**src/rtl/vend_pkg.sv**
```systemverilog
// Shared types, coin encodings and default price table for the vending controller.
package vend_pkg;

  typedef enum logic [2:0] {
    S_IDLE    = 3'd0,
    S_COLLECT = 3'd1,
    S_VEND    = 3'd2,
    S_CHANGE  = 3'd3,
    S_DONE    = 3'd4
  } state_t;

  localparam logic [1:0] COIN_NICKEL  = 2'b00;
  localparam logic [1:0] COIN_DIME    = 2'b01;
  localparam logic [1:0] COIN_QUARTER = 2'b10;
  localparam logic [1:0] COIN_DOLLAR  = 2'b11;

  localparam int unsigned VAL_NICKEL  = 5;
  localparam int unsigned VAL_DIME    = 10;
  localparam int unsigned VAL_QUARTER = 25;
  localparam int unsigned VAL_DOLLAR  = 100;

  localparam int unsigned N_PRICES = 8;
  localparam int unsigned PIDX_W   = $clog2(N_PRICES);
  localparam int unsigned PRICE [N_PRICES] = '{50, 80, 100, 120, 150, 60, 90, 200};

  // Inserted-coin value; code 00 is not a valid inserted coin and is worth nothing.
  function automatic int unsigned coin_value(input logic [1:0] code);
    case (code)
      COIN_DIME:    return VAL_DIME;
      COIN_QUARTER: return VAL_QUARTER;
      COIN_DOLLAR:  return VAL_DOLLAR;
      default:      return 0;
    endcase
  endfunction

  function automatic int unsigned price_of(input int unsigned code);
    int unsigned p;
    p = 0;
    for (int i = 0; i < int'(N_PRICES); i++)
      if (code == 32'(i + 1)) p = PRICE[PIDX_W'(i)];
    return p;
  endfunction

  function automatic bit prices_fit(input int unsigned amt_w, input int unsigned max_qty);
    bit ok;
    ok = 1'b1;
    for (int i = 0; i < int'(N_PRICES); i++)
      if (longint'(PRICE[PIDX_W'(i)]) * longint'(max_qty) >= (longint'(1) << amt_w)) ok = 1'b0;
    return ok;
  endfunction

endpackage

```
**src/rtl/vend_change_disp.sv**
```systemverilog
// Greedy change dispenser: loads an amount and pays it out one coin per cycle, largest first.
module vend_change_disp
  import vend_pkg::*;
#(
  parameter int unsigned AMT_W = 12
) (
  input  logic             clk,
  input  logic             rst,
  input  logic             load,
  input  logic [AMT_W-1:0] amount,
  output logic             coin_valid,
  output logic [1:0]       coin,
  output logic             idle_c
);

  logic [AMT_W-1:0] remaining;
  logic [1:0]       pick_c;
  logic [AMT_W-1:0] pick_val_c;

  always_comb begin
    pick_c     = COIN_NICKEL;
    pick_val_c = AMT_W'(VAL_NICKEL);
    if (remaining >= AMT_W'(VAL_DOLLAR)) begin
      pick_c     = COIN_DOLLAR;
      pick_val_c = AMT_W'(VAL_DOLLAR);
    end else if (remaining >= AMT_W'(VAL_QUARTER)) begin
      pick_c     = COIN_QUARTER;
      pick_val_c = AMT_W'(VAL_QUARTER);
    end else if (remaining >= AMT_W'(VAL_DIME)) begin
      pick_c     = COIN_DIME;
      pick_val_c = AMT_W'(VAL_DIME);
    end
  end

  assign idle_c = (remaining == '0) && !load;

  always_ff @(posedge clk) begin
    if (rst) begin
      remaining  <= '0;
      coin_valid <= 1'b0;
      coin       <= COIN_NICKEL;
    end else begin
      coin_valid <= 1'b0;
      if (load) begin
        remaining <= amount;
      end else if (remaining >= AMT_W'(VAL_NICKEL)) begin
        coin_valid <= 1'b1;
        coin       <= pick_c;
        remaining  <= remaining - pick_val_c;
      end else begin
        // Sub-nickel residue cannot be paid; drop it rather than hang.
        remaining <= '0;
      end
    end
  end

endmodule

```
**src/rtl/vend_ctrl_v3.sv**
```systemverilog
// Vending-machine controller: credit collection, per-item stock, delivery and greedy change/refund.
module vend_ctrl_v3
  import vend_pkg::*;
#(
  parameter int unsigned N_ITEMS    = 8,
  parameter int unsigned AMT_W      = 12,
  parameter int unsigned QTY_W      = 2,
  parameter int unsigned STOCK_W    = 4,
  parameter int unsigned STOCK_INIT = 4,
  parameter int unsigned MAX_CREDIT = 500,
  parameter int unsigned TIMEOUT    = 1000
) (
  input  logic                           clk,
  input  logic                           rst,
  input  logic                           cancel,
  input  logic                           cont,
  input  logic [$clog2(N_ITEMS+1)-1:0]   item_sel,
  input  logic [QTY_W-1:0]               qty_sel,
  input  logic                           coin_valid,
  input  logic [1:0]                     coin_type,
  input  logic                           restock,
  output logic [2:0]                     state,
  output logic [AMT_W-1:0]               collected,
  output logic [AMT_W-1:0]               price_due,
  output logic                           deliver_valid,
  output logic [$clog2(N_ITEMS+1)-1:0]   deliver_item,
  output logic [QTY_W-1:0]               deliver_qty,
  output logic                           change_valid,
  output logic [1:0]                     change_coin,
  output logic                           coin_reject,
  output logic                           sold_out,
  output logic                           timeout_flag
);

  localparam int unsigned IW    = $clog2(N_ITEMS + 1);
  localparam int unsigned SEL_W = (N_ITEMS > 1) ? $clog2(N_ITEMS) : 1;
  localparam int unsigned CNT_W = $clog2(TIMEOUT + 1);
  localparam int unsigned CW    = (QTY_W > STOCK_W) ? QTY_W : STOCK_W;

  if (!prices_fit(AMT_W, (1 << QTY_W) - 1)) begin : g_price_overflow
    $error("price * max quantity does not fit in AMT_W");
  end

  state_t             fsm;
  logic [IW-1:0]      item;
  logic [QTY_W-1:0]   qty;
  logic [STOCK_W-1:0] stock [N_ITEMS];
  logic [CNT_W-1:0]   idle_cnt;
  logic               after_buy;
  logic               chg_load;
  logic [AMT_W-1:0]   chg_amt;
  logic               disp_idle_c;

  logic [AMT_W-1:0]   coin_val_c, credit_c, sel_price_c, col_price_c;
  logic [AMT_W:0]     sum_c;
  logic               accept_c, reject_c, sel_ok_c, timeout_hit_c;
  logic [STOCK_W-1:0] sel_stock_c, item_stock_c;
  logic [QTY_W-1:0]   sel_qty_c, col_qty_c;

  assign state = fsm;

  // Requested quantity (0 means 1) limited to what is in stock.
  function automatic logic [QTY_W-1:0] clamp_qty(input logic [QTY_W-1:0] req,
                                                 input logic [STOCK_W-1:0] stk);
    logic [QTY_W-1:0] r;
    r = (req == '0) ? QTY_W'(1) : req;
    if (CW'(r) > CW'(stk)) r = QTY_W'(stk);
    return r;
  endfunction

  always_comb begin
    coin_val_c   = AMT_W'(coin_value(coin_type));
    sum_c        = (AMT_W+1)'(collected) + (AMT_W+1)'(coin_val_c);
    accept_c     = coin_valid && (coin_val_c != '0) &&
                   ((fsm == S_IDLE) || (fsm == S_COLLECT)) &&
                   (sum_c <= (AMT_W+1)'(MAX_CREDIT));
    reject_c     = coin_valid && (coin_val_c != '0) && !accept_c;
    credit_c     = accept_c ? AMT_W'(sum_c) : collected;
    sel_ok_c     = (item_sel != '0) && (int'(item_sel) <= int'(N_ITEMS));
    sel_stock_c  = '0;
    item_stock_c = '0;
    for (int i = 0; i < int'(N_ITEMS); i++) begin
      if (int'(item_sel) == i + 1) sel_stock_c = stock[SEL_W'(i)];
      if (int'(item) == i + 1)     item_stock_c = stock[SEL_W'(i)];
    end
    sel_qty_c     = clamp_qty(qty_sel, sel_stock_c);
    sel_price_c   = AMT_W'(price_of(32'(item_sel))) * AMT_W'(sel_qty_c);
    col_qty_c     = (qty_sel != '0) ? clamp_qty(qty_sel, item_stock_c) : qty;
    col_price_c   = AMT_W'(price_of(32'(item))) * AMT_W'(col_qty_c);
    timeout_hit_c = (idle_cnt == CNT_W'(TIMEOUT - 1));
  end

  always_ff @(posedge clk) begin
    if (rst) begin
      fsm           <= S_IDLE;
      collected     <= '0;
      price_due     <= '0;
      item          <= '0;
      qty           <= '0;
      idle_cnt      <= '0;
      after_buy     <= 1'b0;
      chg_load      <= 1'b0;
      chg_amt       <= '0;
      deliver_valid <= 1'b0;
      deliver_item  <= '0;
      deliver_qty   <= '0;
      coin_reject   <= 1'b0;
      sold_out      <= 1'b0;
      timeout_flag  <= 1'b0;
      for (int i = 0; i < int'(N_ITEMS); i++) stock[SEL_W'(i)] <= STOCK_W'(STOCK_INIT);
    end else begin
      deliver_valid <= 1'b0;
      coin_reject   <= reject_c;
      sold_out      <= 1'b0;
      timeout_flag  <= 1'b0;
      chg_load      <= 1'b0;
      collected     <= credit_c;
      case (fsm)
        S_IDLE: begin
          if (restock)
            for (int i = 0; i < int'(N_ITEMS); i++) stock[SEL_W'(i)] <= STOCK_W'(STOCK_INIT);
          if (cancel && (credit_c != '0)) begin
            collected <= '0;
            chg_amt   <= credit_c;
            chg_load  <= 1'b1;
            after_buy <= 1'b0;
            fsm       <= S_CHANGE;
          end else if (sel_ok_c) begin
            if (sel_stock_c == '0) begin
              sold_out <= 1'b1;
            end else begin
              item      <= item_sel;
              qty       <= sel_qty_c;
              price_due <= sel_price_c;
              idle_cnt  <= '0;
              fsm       <= S_COLLECT;
            end
          end
        end
        S_COLLECT: begin
          qty       <= col_qty_c;
          price_due <= col_price_c;
          if (accept_c)           idle_cnt <= '0;
          else if (!timeout_hit_c) idle_cnt <= idle_cnt + CNT_W'(1);
          if (collected >= col_price_c) begin
            deliver_valid <= 1'b1;
            deliver_item  <= item;
            deliver_qty   <= col_qty_c;
            fsm           <= S_VEND;
          end else if (cancel || (timeout_hit_c && !accept_c)) begin
            // Refund path shared by cancel and inactivity timeout.
            timeout_flag <= !cancel;
            collected    <= '0;
            price_due    <= '0;
            item         <= '0;
            after_buy    <= 1'b0;
            if (credit_c != '0) begin
              chg_amt  <= credit_c;
              chg_load <= 1'b1;
              fsm      <= S_CHANGE;
            end else begin
              fsm <= S_IDLE;
            end
          end
        end
        S_VEND: begin
          for (int i = 0; i < int'(N_ITEMS); i++)
            if (int'(item) == i + 1) stock[SEL_W'(i)] <= stock[SEL_W'(i)] - STOCK_W'(qty);
          collected <= '0;
          chg_amt   <= collected - price_due;
          after_buy <= 1'b1;
          if (collected != price_due) begin
            chg_load <= 1'b1;
            fsm      <= S_CHANGE;
          end else begin
            fsm <= S_DONE;
          end
        end
        S_CHANGE: begin
          if (disp_idle_c) begin
            chg_amt <= '0;
            fsm     <= after_buy ? S_DONE : S_IDLE;
          end
        end
        S_DONE: begin
          if (cont) begin
            price_due <= '0;
            item      <= '0;
            after_buy <= 1'b0;
            fsm       <= S_IDLE;
          end
        end
        default: fsm <= S_IDLE;
      endcase
    end
  end

  vend_change_disp #(.AMT_W(AMT_W)) u_disp (
    .clk        (clk),
    .rst        (rst),
    .load       (chg_load),
    .amount     (chg_amt),
    .coin_valid (change_valid),
    .coin       (change_coin),
    .idle_c     (disp_idle_c)
  );

endmodule

```
**config.mk**
```make
export PLATFORM = sky130hd
export DESIGN_NAME = vend_ctrl_v3
export DESIGN_NICKNAME = d
export VERILOG_FILES = /design/src/rtl/vend_pkg.sv /design/src/rtl/vend_change_disp.sv /design/src/rtl/vend_ctrl_v3.sv
export SDC_FILE = /design/constraint.sdc
export NUM_CORES = 1
export LEC_CHECK = 0
export CORE_MARGIN = 10
export CORE_UTILIZATION = 50
export DETAILED_ROUTE_END_ITERATION = 8
export MAX_ROUTING_LAYER = met4
export PLACE_DENSITY = 0.69
export SYNTH_ARGS = -nofsm -noshare
export SYNTH_HDL_FRONTEND = slang
export SYNTH_SLANG_ARGS = --single-unit
export TNS_END_PERCENT = 50
```
**constraint.sdc**
```tcl
create_clock -name clk -period 8.3 [get_ports clk]
set_input_delay 1.66 -clock clk [delete_from_list [all_inputs] [get_ports clk]]
set_output_delay 1.66 -clock clk [all_outputs]
set_load 0.1 [all_outputs]
```
# Word-level counts from Yosys, hierarchy flattened
# Memories as Yosys holds them, arrays and structs flattened.
# Cells that the tools add are included.
# Widths: inputs -> output; s select.
dict set report op_classes {
  n_addsub 12
  multipliers 2
  n_lt_le_gt_ge 9
  eq_ne 54
  muxes 159
  n_bitwise 21
  reduce_logical 38
}
# op count
set ops {}
lappend ops {{$mux 12} 33}
lappend ops {{$mux 4} 39}
lappend ops {{$pmux 12 s3} 2}
lappend ops {{$mux 1} 51}
lappend ops {{$mux 10} 5}
lappend ops {{$eq 4x3->1 const B} 12}
lappend ops {{$eq 4x4->1 const B} 12}
lappend ops {{$pmux 12 s4} 1}
lappend ops {{$sub 4x2->4} 8}
lappend ops {{$mux 3} 9}
lappend ops {{$eq 4x2->1 const B} 6}
lappend ops {{$mul 12x2->12} 2}
lappend ops {{$reduce_bool 12->1} 2}
lappend ops {{$sub 12x12->12} 2}
lappend ops {{$pmux 7 s3} 1}
lappend ops {{$mux 2} 10}
lappend ops {{$pmux 10 s2} 1}
lappend ops {{$reduce_and 5->1} 4}
lappend ops {{$or 1x1->1} 16}
lappend ops {{$pmux 3 s5} 1}
lappend ops {{$add 12x12->13} 1}
lappend ops {{$le 13x9->1 const B} 1}
lappend ops {{$ge 12x12->1} 1}
lappend ops {{$ge 12x3->1 const B} 1}
lappend ops {{41 further kinds} 74}
dict set report word_totals {
  regBits 82
  ram_bits 32
  in_bits 14
  out_inout_bits 40
  wordCells 314
  n_memories 1
}
# name words word_bits read_ports rd_clocked_by_memory_dff write_ports line
set mem_list {}
lappend mem_list {stock 8 4 8 0 8 vend_ctrl_v3.sv:47} ;# logic [STOCK_W-1:0] stock [N_ITEMS];

# Longest topological paths before layout
# Gate-level depths: netlist of the first run.
dict set report logic_depth {
  depth_word 16
  mapped_depth 29
  mapped_depth_nobuf 27
}

# By module
# Synthesis of the first run repeated with hierarchy kept, for this count alone.
dict set report hier_totals {
  cells_unflattened 986
  area_unflattened_um2 8308.0
}
# mod n_inst cells_per_inst area_per_inst_um2 seq_area_each_um2
set by_module_without_submodules {}
lappend by_module_without_submodules {vend_ctrl_v3 1 874 7317.0 2182.1}
lappend by_module_without_submodules {vend_change_disp 1 112 991.0 300.3}

# Worst setup path before layout of the first run
# No wires, ideal clock.
dict set report synth_path {
  path_kind {in2reg}
  start {input port qty_sel[1]}
  end {register chg_amt[0]}
  setup_time_ns 0.121
  arrival_ns 6.479
  required_time_ns 8.179
  setup_slack_ns 1.700
  cell_stages 22
  n_path_buf 1
  path_cell_list {clkbuf_1 > ha_1 > nor2b_1 > o221ai_1 > or2_2 > nor4_1 > a2bb2oi_1 > nor2_1 > ha_1 > a21o_1 > a21oi_1 > o21bai_1 > a21oi_1 > xnor2_1 > ha_1 > a21o_1 > a211o_1 > nor2_1 > nor2_1 > nor3_1 > a31oi_4 > mux2_4}
}
dict set report synth_between {
  elab_chain_cells 9
  elab_cells_between_ends 10
  classes_between {mul (1); order compare (2); eq/ne (1); mux (3); reduce/logical (3)}
}
# item line
set synth_lines {}
lappend synth_lines {{from (decl)} vend_ctrl_v3.sv:18} ;# input logic [QTY_W-1:0] qty_sel,
lappend synth_lines {{$logic_not 2->1} vend_ctrl_v3.sv:66} ;# r = (req == '0) ? QTY_W'(1) : req;
lappend synth_lines {{$mux 2} vend_ctrl_v3.sv:66}
lappend synth_lines {{$gt 2x4->1} vend_ctrl_v3.sv:67} ;# if (CW'(r) > CW'(stk)) r = QTY_W'(stk);
lappend synth_lines {{$mux 2} vend_ctrl_v3.sv:67}
lappend synth_lines {{$mux 2 *} vend_ctrl_v3.sv:88} ;# col_qty_c = (qty_sel != '0) ? clamp_qty(qty_sel, item_stock_c) : qty;
lappend synth_lines {{$mul 12x2->12 *} vend_ctrl_v3.sv:89} ;# col_price_c = AMT_W'(price_of(32'(item))) * AMT_W'(col_qty_c);
lappend synth_lines {{$ge 12x12->1 *} vend_ctrl_v3.sv:145} ;# if (collected >= col_price_c) begin
lappend synth_lines {{$ne 2x2->1 (no line) *} -}
lappend synth_lines {{$reduce_and 6->1 (no line) *} -}
lappend synth_lines {{to (signal assigned)} vend_ctrl_v3.sv:124} ;# chg_amt <= credit_c;
lappend synth_lines {{to (signal assigned)} vend_ctrl_v3.sv:158} ;# chg_amt <= credit_c;
lappend synth_lines {{to (signal assigned)} vend_ctrl_v3.sv:170} ;# chg_amt <= collected - price_due;
lappend synth_lines {{to (decl)} vend_ctrl_v3.sv:51} ;# logic [AMT_W-1:0] chg_amt;
# Mark *: on every way between the ends. The rest lies on a longest branch, timed or not.
# A chain may end at the register's enable or synchronous reset.

# Worst setup path in the final report of the first run
dict set report layout_path {
  start {input port qty_sel[1]}
  end {register chg_amt[8]}
}
# The elaborated chain is that of the path after synthesis.

==> run summary, run 1 <==
- area of the die: 0.0229 sq mm
- final hold vios: 0
- Die Y-Extent: 151 microns
- maximum level of the CTS H-tree: 3
- synth top area cells: sky130_fd_sc_hd__dfxtp_1 (19%), sky130_fd_sc_hd__edfxtp_1 (9.7%), sky130_fd_sc_hd__ha_1 (9.6%)
- Placeable Area: 0.0168 sq mm
- Setup WS pre-CTS: 0.446 ns
- Period Utilization, post-route: 0.911
- accumulated negative setup slack: 0 ns
- arrival time worst endpoint: 7.83 ns
- number of input and output port buffers inserted: 49
- share of Yosys cell area claimed by the top area cell type: 0.190
- kind of end point of the critical path: flip-flop
- layout overhead on the synthesized area: 10.3%
- number of sinks on the clock net: 110
- TritonCTS clock tree: yes
- library cell used as clock root buffer: sky130_fd_sc_hd__clkbuf_16
- number of nets in the finished design: 1135
- leakage power summed over all cells: 3.63 nW
- largest vdd supply drop: 0.248 mV
- global-route wire length before repair: 39.0 mm
- number of post-CTS setup repair buffers: 0
- Worst-path clk slew: 0.09 ns
- power density over cell area: 343 mW/mm^2
- critical path fanouts, max: 10
- ys async rst share: 0
- unrepaired setup endpoints after global routing: no
- num rows: 47
- fmax: 132 MHz
- max-slew headroom at the worst pin: 0.337
- hold-fix buffer count after cts: 0
- total DRC errors in the routed layout: 0
- placed wire-length estimate after detailed placement: 18.2 mm
- Crit path required time: 8.57 ns
- post-route worst setup slack: 0.738 ns
- synthesis warning total: 0
- drt pass-1 iters: 5
- number of buffers added by the clock tree synthesis step: 9
- fraction of layout instances using a drive strength above 1: 0.0639
- Yosys top cell by area: sky130_fd_sc_hd__dfxtp_1
- share of the yosys chip area belonging to registers: 0.288
- filler cell count: 1613
- number of placed I/O pins: 54
- synthesized area: 0.00863 sq mm
- Slew @ Worst Pin: 0.991 ns
- final critical delay including setup and external delays: 7.56 ns
- total number of vias: 7817
- outcome: complete, no violations
- clock insertion delay at the later pin of the skew report: 0.38 ns
- count of different cell masters after synthesis: 89
- sort of element at the start of the critical path: primary input
- effective utilization at floorplan: 0.515
- Routed Antenna Nets: 0
- detailed-route wire length per cell: 19.1 microns
- pin count of the biggest net entering global routing: 35
- final worst clock skew: 0.0145 ns
- DRT Wirelength: 24.2 mm
- path type of the worst min-delay path: reg -> reg
- aggregate global routing overflow: 0
- GRT Resource Usage Total: 0.218
- synthesized flop and latch total: 110
- ys flop type: sky130_fd_sc_hd__dfxtp_1
- number of antenna repair diodes: 0
- overall die width: 151 microns
- detailed-route vias per instance: 6.16
- number of enable-type register cells in the synthesized netlist: 28
- Gate Count Post-Synth: 1021
- total of cells resized after clock tree synthesis: 0
- number of global-route vias before repair: 7336
- final slew viol count: 0
- DRT iter0 DRCs: 692
- final setup violating endpoints: 0
- Routability Congestion: 0.932
- maxcap violations: 0
- Critical Setup Path Class: in -> reg
- number of buffers on the longest clock path: 2
- antenna violations before repair: 0
- post-synthesis average cell area: 8.45 sq um
[cell usage in the layout (no fill, tap or decap), drive strengths merged, types with 17 or more instances in the layout]
cell type | Yosys | routed
a211oi | 23 | 23
a21oi | 65 | 65
clkdlybuf4s50 | 0 | 48
dfxtp | 82 | 82
edfxtp | 28 | 28
ha | 66 | 66
inv | 83 | 88
mux2i | 20 | 20
nand2 | 65 | 65
nand2b | 17 | 17
nand3 | 26 | 26
nor2 | 113 | 113
nor3 | 23 | 23
o21ai | 57 | 57
xnor2 | 36 | 36
[worst max-delay path: stages]
cell	delay, ns
sky130_fd_sc_hd__clkdlybuf4s50_1	0.62
sky130_fd_sc_hd__nand2b_1	0.13
sky130_fd_sc_hd__inv_1	0.11
sky130_fd_sc_hd__ha_1	0.24
sky130_fd_sc_hd__nand2_1	0.06
sky130_fd_sc_hd__o221ai_1	0.11
sky130_fd_sc_hd__or2_2	0.30
sky130_fd_sc_hd__nor4_1	0.24
sky130_fd_sc_hd__a2bb2oi_1	0.56
sky130_fd_sc_hd__nor2_1	0.16
sky130_fd_sc_hd__ha_1	0.30
sky130_fd_sc_hd__a21o_1	0.17
sky130_fd_sc_hd__a21oi_1	0.22
sky130_fd_sc_hd__o21bai_1	0.10
sky130_fd_sc_hd__a21oi_1	0.18
sky130_fd_sc_hd__xnor2_1	0.16
sky130_fd_sc_hd__ha_1	0.28
sky130_fd_sc_hd__a21o_1	0.16
sky130_fd_sc_hd__a211o_1	0.30
sky130_fd_sc_hd__nor2_1	0.39
sky130_fd_sc_hd__nor2_1	0.32
sky130_fd_sc_hd__nor3_1	0.53
sky130_fd_sc_hd__a31oi_4	0.17
sky130_fd_sc_hd__mux2_4	0.35
[power by group]
part,internal [W],leakage [nW],switching (W),total [W]
registers,0.000666,0.945,0.000171,0.000837
clock network,0.000215,0.149,0.000236,0.000451
logic,0.000729,2.53,0.00125,0.00198
[cell families (layout without fill, tap and decap cells)]
kind of cell | after synthesis | count (layout) | share of synthesized area
AO/OA/AOI/OAI | 291 | 291 | 0.241
XOR/XNOR | 45 | 45 | 0.0457
adder cells (fa/ha/maj) | 78 | 78 | 0.124
AND/OR/NAND/NOR | 336 | 336 | 0.195
buffers and inverters | 130 | 154 | 0.0623
flip-flops | 110 | 110 | 0.288
multiplexers | 30 | 30 | 0.0441
other | 1 | 4 | 0.000434
[cell usage after synthesis, types with 11 or more instances]
library cell,number
sky130_fd_sc_hd__fa_1,12
sky130_fd_sc_hd__inv_1,83
sky130_fd_sc_hd__clkbuf_1,33
sky130_fd_sc_hd__edfxtp_1,28
sky130_fd_sc_hd__a21o_1,11
sky130_fd_sc_hd__dfxtp_1,82
sky130_fd_sc_hd__xnor2_1,36
sky130_fd_sc_hd__nor2b_1,15
sky130_fd_sc_hd__a21oi_1,60
sky130_fd_sc_hd__nand3_1,26
sky130_fd_sc_hd__nand2b_1,17
sky130_fd_sc_hd__a211oi_1,21
sky130_fd_sc_hd__or3_1,15
sky130_fd_sc_hd__o21ai_0,48
sky130_fd_sc_hd__mux2i_1,20
sky130_fd_sc_hd__nor3_1,22
sky130_fd_sc_hd__a31oi_1,11
sky130_fd_sc_hd__nor2_1,113
sky130_fd_sc_hd__ha_1,66
sky130_fd_sc_hd__nand2_1,65
[path summary, 6_finish.rpt]
kind / slack, ns / from / cells past startpoint / to
worst max-delay path: 0.74 / qty_sel[1] / 24 / chg_amt[8]
worst min-delay path: 0.48 / chg_amt[5] / 2 / u_disp.remaining[5]
worst max register to register: 0.84 / item[1] / 25 / chg_amt[8]
worst min register to register: 0.48 / chg_amt[5] / 2 / u_disp.remaining[5]
[area by class of cell]
class | count | area, sq um | share of cell area
flip-flops and latches | 110 | 2480 | 0.261
well taps | 220 | 275 | 0.0289
repair buffers | 55 | 531 | 0.0557
inverters | 83 | 312 | 0.0327
multi-input cells | 784 | 5620 | 0.590
clock inverters | 7 | 73.8 | 0.00775
clock buffers | 9 | 225 | 0.0237
[per-stage QoR]
step,instances,hold WS [ns],total power (W),cell area [sq um],util
after floorplan,1024,0.427,0.00235,8640,-
after global placement,1252,0.460,0.00277,9220,0.550
after detailed placement,1252,0.464,0.00279,9220,0.550
after CTS,1268,0.480,0.00325,9520,0.568
after global routing,1268,0.511,0.00350,9520,0.568
final,1268,0.478,0.00327,9520,0.568
[metal layers]
layer  routed length, microns  vias to the layer above  GRT usage
li1                         -                     3780          -
met1                    11600                     3725      0.304
met2                    10300                      277      0.314
met3                     1870                       35     0.0421
met4                      422                        0     0.0587
met5                        0                        -          -
[sequential cells by signal, indices dropped and copies added, names as in the netlist]
register	count
coin_reject	1
u_disp.coin_valid	1
state	3
deliver_valid	1
deliver_item	4
deliver_qty	2
item	4
price_due	8
u_disp.remaining	12
after_buy	1
chg_amt	12
idle_cnt	10
sold_out	1
stock	32
timeout_flag	1
qty	2
collected	12
chg_load	1
u_disp.coin	2
Power figures use the tool's default switching activity.
==> inputs of run 2 (changes only) <==
--- a/config.mk
+++ b/config.mk
@@ -5,6 +5,7 @@
 export SDC_FILE = /design/constraint.sdc
 export NUM_CORES = 1
 export LEC_CHECK = 0
+export CORE_ASPECT_RATIO = 1.1
 export CORE_MARGIN = 10
 export CORE_UTILIZATION = 50
 export DETAILED_ROUTE_END_ITERATION = 8
==> run 2 against run 1 <==
Effect of this change: die area hardly changed; critical endpoint is now chg_amt[0]; first-iteration DRC count is 6.9% higher; final cell count is 1.3% higher; largest cell class unchanged; setup slack better by 0.051 ns.
==> run summary, run 2 (synthesized netlist as in run 1, its figures left out) <==
- net switching power of the design: 0.00164 W, -0.93%
- maxcap violations: 0, unchanged
- Worst Path Buf+Inv: 3, +1
- sort of element at the start of the critical path: primary input
- clock insertion delay at the later pin of the skew report: 0.37 ns, about the same
- commonest non-fill, non-tap cells in the layout: sky130_fd_sc_hd__nor2_1 (113), sky130_fd_sc_hd__inv_1 (83), sky130_fd_sc_hd__dfxtp_1 (82)
- total chip power: 0.00328 W, +0.42%
- largest vdd supply drop: 0.274 mV, +11%
- number of input and output port buffers inserted: 49, unchanged
- Crit path required time: 8.55 ns, -0.02 ns
- Routability Congestion: 0.918, -1.5%
- kind of end point of the critical path: flip-flop
- GRT Resource Usage Total: 0.215, -0.00323
- switching power as a share of total power: 0.501, -0.00687
- finished layout cell area: 0.00955 sq mm, +0.33%
- total DRC errors in the routed layout: 0, unchanged
- leakage power summed over all cells: 3.63 nW, +0.11%
- register containing the most flip-flops in the final layout: stock
- Slew @ Worst Pin: 1.05 ns, +0.0579 ns
- dpl cell area: 0.00925 sq mm, +0.35%
- layout overhead on the synthesized area: 10.7%
- path type of the worst min-delay path: reg -> reg
- number of global-route vias before repair: 7364, +0.38%
- Placeable Area: 0.0170 sq mm, +1.5%
- Die Y-Extent: 158 microns, +4.2%
- critical path fanouts, max: 10, unchanged
- combinational group share of total power: 0.609, +0.003
- filler cell count: 1615, +0.12%
- number of buffers on the longest clock path: 2, unchanged
- overall die width: 145 microns, -4.0%
- most frequent standard cell in the layout excluding fill and tap cells: sky130_fd_sc_hd__nor2_1
- arrival time worst endpoint: 7.77 ns, -0.06 ns
- drt pass-1 iters: 5, unchanged
- Period Utilization, post-route: 0.905, -0.00617
- power density over cell area: 344 mW/mm^2, about the same
- final slew viol count: 0, unchanged
- library cell used as clock root buffer: sky130_fd_sc_hd__clkbuf_16
- Setup WS pre-CTS: 0.523 ns, +0.0768 ns
- detailed-route vias per instance: 6.13, -0.58%
- placed wire-length estimate after detailed placement: 18.2 mm, -0.44%
- aggregate global routing overflow: 0, unchanged
- hold-fix buffer count after cts: 0, unchanged
- fraction of layout instances using a drive strength above 1: 0.0648, +0.000831
- clock group share of total power: 0.139, about the same
- part of the power in registers: 0.252, -0.004
- post-route worst setup slack: 0.789 ns, +0.0512 ns
- detailed-route wire length per cell: 19.0 microns, -0.37%
- final critical delay including setup and external delays: 7.51 ns, -0.0512 ns
- pin count of the biggest net entering global routing: 64, +83%
- Largest register FFs: 32, unchanged
- unrepaired setup endpoints after global routing: no
- num rows: 50, +6.4%
- outcome: complete, no violations
- number of antenna repair diodes: 0, unchanged
- total of cells resized after clock tree synthesis: 0, unchanged
- slowest CP cell: sky130_fd_sc_hd__nor2_1
- DRT iter0 DRCs: 740, +6.9%
- delay of the slowest critical-path stage: 0.75 ns, +0.13 ns
- number of standard cells in the final layout excluding fillers: 1284, +1.3%
- final hold vios: 0, unchanged
- final setup violating endpoints: 0, unchanged
- most used cell, CP: sky130_fd_sc_hd__nor2_1
- cell type group with the largest total delay on the critical path: simple AND/OR/NAND/NOR gates
- total number of vias: 7870, +0.68%
- global-route wire length before repair: 39.3 mm, +0.71%
- Routed Antenna Nets: 0, unchanged
- effective utilization at floorplan: 0.507, -0.00776
- number of sinks on the clock net: 110, unchanged
- multi-input logic area: 0.00562 sq mm, unchanged
- antenna violations before repair: 0, unchanged
- final worst clock skew: 0.0134 ns, -0.00106 ns
- fmax: 133 MHz, +0.68%
- max-slew headroom at the worst pin: 0.298, -0.0387
- Register Area: 0.00248 sq mm, unchanged
- TritonCTS clock tree: yes
- internal power: 0.00164 W, +1.8%
- Worst-path clk slew: 0.08 ns, about the same
- number of nets in the finished design: 1137, +0.18%
- maximum level of the CTS H-tree: 3, unchanged
- instance count after placement with tap cells included: 1268, +1.3%
- accumulated negative setup slack: 0 ns, unchanged
- number of post-CTS setup repair buffers: 0, unchanged
- area of the die: 0.0229 sq mm, about the same
- Critical Setup Path Class: in -> reg
- DRT Wirelength: 24.5 mm, +0.89%
- number of placed I/O pins: 54, unchanged
- number of buffers added by the clock tree synthesis step: 9, unchanged
-- run 2: power groups by stage --
stage          Clock [W]  Sequential (W)  Combinational [W]
2_1_floorplan          0        0.000992            0.00136
3_3_place_gp           0        0.000832            0.00194
3_5_place_dp           0        0.000835            0.00196
4_1_cts         0.000459        0.000824            0.00198
5_1_grt         0.000479        0.000845            0.00219
6_report        0.000456        0.000827            0.00200
-- run 2: tightest hold or removal path: stages (launching register included) --
cell and delay [ns]:
sky130_fd_sc_hd__dfxtp_1 0.32, sky130_fd_sc_hd__nand2_1 0.05, sky130_fd_sc_hd__mux2i_1 0.06
-- run 2: worst paths after layout --
| path | start | end | slack [ns] | depth (start not counted) |
|---|---|---|---|---|
| worst max-delay path | qty_sel[1] | chg_amt[0] | 0.79 | 25 |
| worst min-delay path | chg_amt[4] | chg_amt[4] | 0.47 | 2 |
| worst max register to register | item[0] | chg_amt[0] | 1.05 | 24 |
| worst min register to register | chg_amt[4] | chg_amt[4] | 0.47 | 2 |
-- run 2: final cells by class --
class / count / area share
flip-flops and latches: 110 / 0.260
multi-input cells: 784 / 0.589
clock buffers: 10 / 0.0240
well taps: 234 / 0.0307
repair buffers: 57 / 0.0571
clock inverters: 6 / 0.00720
inverters: 83 / 0.0326
-- run 2: per-stage QoR --
stage | hold WS (ns) | util
after CTS | 0.471 | 0.561
after global placement | 0.452 | 0.544
after global routing | 0.504 | 0.561
final | 0.470 | 0.561
after floorplan | 0.427 | -
after detailed placement | 0.459 | 0.544
-- run 2: per-layer routing --
layer	vias to the layer above	wire length, microns	GRT usage
met2	308	11200	0.341
li1	3786	-	-
met3	26	1620	0.0311
met1	3750	11300	0.284
met5	-	0	-
met4	0	272	0.0535
